<file path="src/rtl/phy_tx_serializer.sv">
// phy_tx_serializer: two-lane byte-to-bit serializer feeding the phy_rx link.
// Each lane shifts one byte out MSB first, one bit per clk_8f. After reset or
// enable, a preamble of SYNC_COMMAS comma bytes goes out on both lanes so the
// receiver can lock. After that, invalid slots carry COMMA.
// Optional build macro: PERIODIC_COMMA_EN forces a comma on both lanes every
// COMMA_PERIOD-th byte slot in ACTIVE, and no data is sampled for that slot.
//
// Handshake: ready is high for exactly one cycle before a data load edge. The
// bytes on data_in_x/valid_in_x are captured at that edge and ignored at all
// other times. There is no backpressure: a lane with valid_in_x low at that
// edge sends COMMA for the slot.
module phy_tx_serializer #(
  parameter int          SYNC_COMMAS  = 4,
  parameter logic [7:0]  COMMA        = 8'hBC,
  parameter int          COMMA_PERIOD = 16
) (
  input  logic       clk_8f,
  input  logic       reset_L,
  input  logic       enable,
  input  logic [7:0] data_in_0,
  input  logic       valid_in_0,
  input  logic [7:0] data_in_1,
  input  logic       valid_in_1,
  output logic       ready,
  output logic       out_0,
  output logic       out_1,
  output logic       tx_active,
  output logic       dbg_state
);

  localparam int CW = (SYNC_COMMAS > 0) ? $clog2(SYNC_COMMAS + 1) : 1;

  typedef enum logic {
    SYNC   = 1'b0,
    ACTIVE = 1'b1
  } state_e;

  state_e          state_q, state_d;
  logic [2:0]      bit_cnt_q, bit_cnt_d;
  logic [CW-1:0]   comma_cnt_q, comma_cnt_d;
  logic            started_q, started_d;
  logic [7:0]      sh0_q, sh0_d;
  logic [7:0]      sh1_q, sh1_d;
  logic            load;
  logic            sync_done;
  logic            force_comma;

  if (COMMA_PERIOD < 1) begin : g_period_check
    $error("COMMA_PERIOD must be at least 1");
  end

`ifdef PERIODIC_COMMA_EN
  localparam int SW = (COMMA_PERIOD > 1) ? $clog2(COMMA_PERIOD) : 1;
  logic [SW-1:0] slot_cnt_q, slot_cnt_d;

  // The slot about to be loaded is a forced comma when the count reaches the period.
  assign force_comma = (slot_cnt_q == SW'(COMMA_PERIOD - 1));

  // Slot counter: counts data-phase load slots, cleared whenever SYNC is re-entered.
  always_ff @(posedge clk_8f or negedge reset_L) begin
    if (!reset_L) slot_cnt_q <= '0;
    else          slot_cnt_q <= slot_cnt_d;
  end
`else
  assign force_comma = 1'b0;
`endif

  assign sync_done = (comma_cnt_q == CW'(SYNC_COMMAS));
  assign load      = enable & (~started_q | (bit_cnt_q == 3'd7));

  // Outputs come straight from flops, apart from ready, which is gated by enable.
  assign out_0     = sh0_q[7];
  assign out_1     = sh1_q[7];
  assign tx_active = (state_q == ACTIVE);
  assign dbg_state = state_q;
  assign ready     = enable & (bit_cnt_q == 3'd7) &
                     ((state_q == ACTIVE) | sync_done) & ~force_comma;

  // State register for the FSM, counters and both lane shift registers.
  always_ff @(posedge clk_8f or negedge reset_L) begin
    if (!reset_L) begin
      state_q     <= SYNC;
      bit_cnt_q   <= '0;
      comma_cnt_q <= '0;
      started_q   <= 1'b0;
      sh0_q       <= '0;
      sh1_q       <= '0;
    end else begin
      state_q     <= state_d;
      bit_cnt_q   <= bit_cnt_d;
      comma_cnt_q <= comma_cnt_d;
      started_q   <= started_d;
      sh0_q       <= sh0_d;
      sh1_q       <= sh1_d;
    end
  end

  // Next-state logic: disable clears everything, load edges pick the next byte,
  // other edges shift.
  always_comb begin
    state_d     = state_q;
    bit_cnt_d   = bit_cnt_q;
    comma_cnt_d = comma_cnt_q;
    started_d   = started_q;
    sh0_d       = sh0_q;
    sh1_d       = sh1_q;
`ifdef PERIODIC_COMMA_EN
    slot_cnt_d  = slot_cnt_q;
`endif
    if (!enable) begin
      // A disabled edge truncates the byte in flight and rearms the preamble.
      state_d     = SYNC;
      bit_cnt_d   = '0;
      comma_cnt_d = '0;
      started_d   = 1'b0;
      sh0_d       = '0;
      sh1_d       = '0;
`ifdef PERIODIC_COMMA_EN
      slot_cnt_d  = '0;
`endif
    end else if (load) begin
      bit_cnt_d = '0;
      started_d = 1'b1;
      if ((state_q == SYNC) && !sync_done) begin
        sh0_d       = COMMA;
        sh1_d       = COMMA;
        comma_cnt_d = comma_cnt_q + CW'(1);
      end else begin
        // The final preamble slot hands over to data in the same edge.
        state_d = ACTIVE;
        sh0_d   = (valid_in_0 && !force_comma) ? data_in_0 : COMMA;
        sh1_d   = (valid_in_1 && !force_comma) ? data_in_1 : COMMA;
`ifdef PERIODIC_COMMA_EN
        slot_cnt_d = force_comma ? '0 : slot_cnt_q + SW'(1);
`endif
      end
    end else begin
      bit_cnt_d = bit_cnt_q + 3'd1;
      sh0_d     = {sh0_q[6:0], 1'b0};
      sh1_d     = {sh1_q[6:0], 1'b0};
    end
  end

endmodule

</file>
<file path="config.mk">
export PLATFORM = sky130hd
export DESIGN_NAME = phy_tx_serializer
export DESIGN_NICKNAME = d
export VERILOG_FILES = /design/src/rtl/phy_tx_serializer.sv
export SDC_FILE = /design/constraint.sdc
export NUM_CORES = 1
export LEC_CHECK = 0
export BUFFER_PORTS_ARGS = -buffer_cell sky130_fd_sc_hd__buf_2
export CORE_MARGIN = 1
export CORE_UTILIZATION = 50
export CTS_BUF_LIST = sky130_fd_sc_hd__clkbuf_8
export DETAILED_ROUTE_END_ITERATION = 7
export PLACE_DENSITY = 0.85
export SYNTH_ARGS = -nofsm -noshare
export SYNTH_HDL_FRONTEND = slang
export SYNTH_SLANG_ARGS = --single-unit
</file>
<file path="constraint.sdc">
create_clock -name clk_8f -period 2.07 [get_ports clk_8f]
set_clock_uncertainty 0.1 [all_clocks]
set_input_delay 0.1035 -clock clk_8f [delete_from_list [all_inputs] [get_ports clk_8f]]
set_output_delay 0.1035 -clock clk_8f [all_outputs]
set_load 0.02 [all_outputs]
</file>
==> flow_metrics.env <==
export IMPL_outcome="completed"
export IMPL_grt_max_degree=33
export IMPL_yosysTopAreaCellShare=0.560
export IMPL_yosys_area_share_simple=0.179
export IMPL_rows=16
export IMPL_synth_cell_types=21
export IMPL_ys_warn_count=0
export IMPL_drcViolationCount=0
export IMPL_setup_viol=0
export IMPL_critPathLaunchType="flop"
export IMPL_tritoncts="built"
export IMPL_tightestPinTransition_ps=524
export IMPL_post_place_ws_ps=470
export IMPL_min_from="data_in_0[4]"
export IMPL_synthCells=86
export IMPL_clk_path_buf_depth=2
export IMPL_synthFlopType="dfrtp_1"
export IMPL_synthArstFlopShare=1.00
export IMPL_clkTransAtPathRegs_ps=80
export IMPL_p_int_uw=711
export IMPL_rrSetupSlack_ps=480
export IMPL_nFillCells=150
export IMPL_yosys_top_cells_area="dfrtp_1 (56%), o221a_1 (11%), ha_1 (4.7%)"
export IMPL_final_cells=140
export IMPL_ys_top_cells_by_count="dfrtp_1 (24), nand2_1 (12), o221a_1 (10)"
export IMPL_grt_ovfl_total=0
export IMPL_syn_nets=111
export IMPL_seq_power_share=0.542
export IMPL_syn_area_um2=1070
export IMPL_syn2layout_area_growth_pct=20.3
export IMPL_portBuffers=25
export IMPL_fmax_ghz=0.563
export IMPL_fin_hold_ws_ps=3.61
export IMPL_firstDrtPassIters=4
export IMPL_setup_tns_final_ps=0
export IMPL_clkLatencyLatePin_ps=260
export IMPL_antenna_found_initial=0
export IMPL_cts_root_buf="clkbuf_8"
export IMPL_clkSinkCount=24
export IMPL_start_util=0.541
export IMPL_ys_ff_latch=24
export IMPL_critPathCapture="ready"
export IMPL_cts_buffers_inserted=3
export IMPL_yosysTopAreaCell="dfrtp_1"
export IMPL_core_um2=1980
export IMPL_synthXorXnorAreaFrac=0
export IMPL_synth_avg_cell_area_um2=12.5
export IMPL_hold_class="input port to flop"
export IMPL_layout_setup_ws_ps=295
export IMPL_synth_edff_count=0
export IMPL_route_vias_total=733
export IMPL_pin_count=26
export IMPL_die_h_um=48.3
export IMPL_cp_startpoint="comma_cnt_q[0]$_DFFE_PN0P_"
export IMPL_synth_compound_area_frac=0.137
export IMPL_period_share=0.857
export IMPL_arrival_ps=1570
export IMPL_drive_gt1_frac=0.319
export IMPL_power_switching_uw=216
export IMPL_timing_rr_end="sh0_q[2]$_DFF_PN0_"
export IMPL_grt_pass1_wl_mm=3.35
export IMPL_crit_family="flip-flops"
export IMPL_vias_per_cell=5.24
export IMPL_power_total_uw=927
export IMPL_htreeDepth=1
export IMPL_rsz0062_at_grt="false"
export IMPL_worstPathMaxFanout=5
export IMPL_min_period_ps=1770
export IMPL_dieArea_um2=2330
export IMPL_ir_drop_uv=462
export IMPL_yosysMostFrequentCell="dfrtp_1"
export IMPL_rr_startpoint="bit_cnt_q[0]$_DFF_PN0_"
export IMPL_synth_top_family_by_area="simple AND/OR/NAND/NOR gates"
export IMPL_synthAdderAreaFrac=0.0467
export IMPL_p_per_area_nw_per_um2=719
export IMPL_cp_end_kind="primary output"
export IMPL_pwr_share_comb=0.121
export IMPL_ant_nets=0
export IMPL_fin_nets=139
export IMPL_insertedDiodeCount=0
export IMPL_wl_per_cell_um=13.3
export IMPL_drtIter0Drc=13
export IMPL_yosysSeqAreaShare=0.560
export IMPL_drv_slew=0
export IMPL_multi_input_area_um2=418
export IMPL_cp_cell_sequence="inv_1 -> ha_1 -> a21o_2 -> and3_1 -> buf_2"
export IMPL_cp_required_ps=1870
export IMPL_grt_pass1_vias=732
export IMPL_timing_worst_setup_path_type="flop to primary output"
export IMPL_p_sw_frac=0.233
export IMPL_routed_wl_mm=1.86
export IMPL_gp_congestion=0.703
export IMPL_slew_headroom=0.651
export IMPL_synthMuxAreaShare=0.0280
export IMPL_pwr_share_clk=0.338
export IMPL_rr_worst_depth=5
export IMPL_hpwl_mm=1.27
export IMPL_hold_viol_final=0
export IMPL_crit_buf_inv=2
export IMPL_drv_cap=0
export IMPL_dp_cells=131
export IMPL_die_w_um=48.3
export IMPL_critPathMaxStageDelay_ps=390
export IMPL_slowest_stage="dfrtp_1"
export IMPL_track_usage=0.189
export IMPL_leakage_nw=0.638
export IMPL_path_depth=5
export IMPL_layout_area_seq_um2=601
## routing by layer
metal / up-vias / routed length (um) / GRT usage
li1: 356 / - / -
met2: 20 / 922 / 0.305
met5: - / 0 / 0
met3: 0 / 77 / 0.0283
met4: 0 / 0 / 0.0588
met1: 357 / 856 / 0.265
## cells in the final DEF, fill, tap and decap left out
cell type and instances:
nor2b_4 1, nand2b_4 1, ha_1 4, nand2_1 12, dfrtp_1 24, dlygate4sd3_1 5, nor2_4 1, buf_2 25
mux2i_1 3, o221a_1 10, nand2b_1 1, nand3_1 4, nor3b_2 1, inv_1 2, clkbuf_8 4, and3_1 3
o21ai_0 5, nor2_1 4, a21o_2 1, nand3_4 2
## state kept, by name, summed over array words and instances (netlist names)
register	flops
sh0_q	8
sh1_q	8
comma_cnt_q	3
started_q	1
dbg_state	1
bit_cnt_q	3
## metrics by stage
step,cell area [um2],utilization
2_1_floorplan,1070,-
6_report,1290,0.651
3_3_place_gp,1180,0.598
4_1_cts,1280,0.646
3_5_place_dp,1180,0.598
5_1_grt,1290,0.651
## what timing repair did
action                    4_1_cts  5_1_grt
gates resized for setup         0        0
hold endpoints to repair       27        1
buffers inserted                0        0
hold buffers                    4        1
## cell type report
cell class,count,area share
Multi-Input combinational cell,53,0.324
Tap cell,27,0.0262
Sequential cell,24,0.466
Timing Repair Buffer,30,0.136
Inverter,2,0.00582
Clock buffer,4,0.0427
## power by group through the flow
stage / Combinational, mW / Sequential, mW / Clock [mW]
6_report: 0.112 / 0.502 / 0.313
4_1_cts: 0.113 / 0.503 / 0.318
5_1_grt: 0.126 / 0.506 / 0.347
2_1_floorplan: 0.0638 / 0.514 / 0
3_5_place_dp: 0.107 / 0.512 / 0
3_3_place_gp: 0.102 / 0.510 / 0
## worst min path at each step
stage | endpoint | cells past startpoint
2_1_floorplan | bit_cnt_q[0]$_DFF_PN0_ | 0
4_1_cts | sh0_q[5]$_DFF_PN0_ | 2
5_1_grt | sh1_q[7]$_DFF_PN0_ | 2
6_report | sh0_q[4]$_DFF_PN0_ | 2
3_5_place_dp | comma_cnt_q[0]$_DFFE_PN0P_ | 1
3_3_place_gp | comma_cnt_q[0]$_DFFE_PN0P_ | 1
## cell families (layout without fill, tap and decap cells)
family                     Yosys count  after routing
buffers and inverters                9             36
muxes                                3              3
adders and majority gates            4              4
and+or+nand+nor                     30             30
DFF                                 24             24
AOI/OAI and AO/OA                   16             16
No activity file was read; power rests on OpenSTA's default activity.
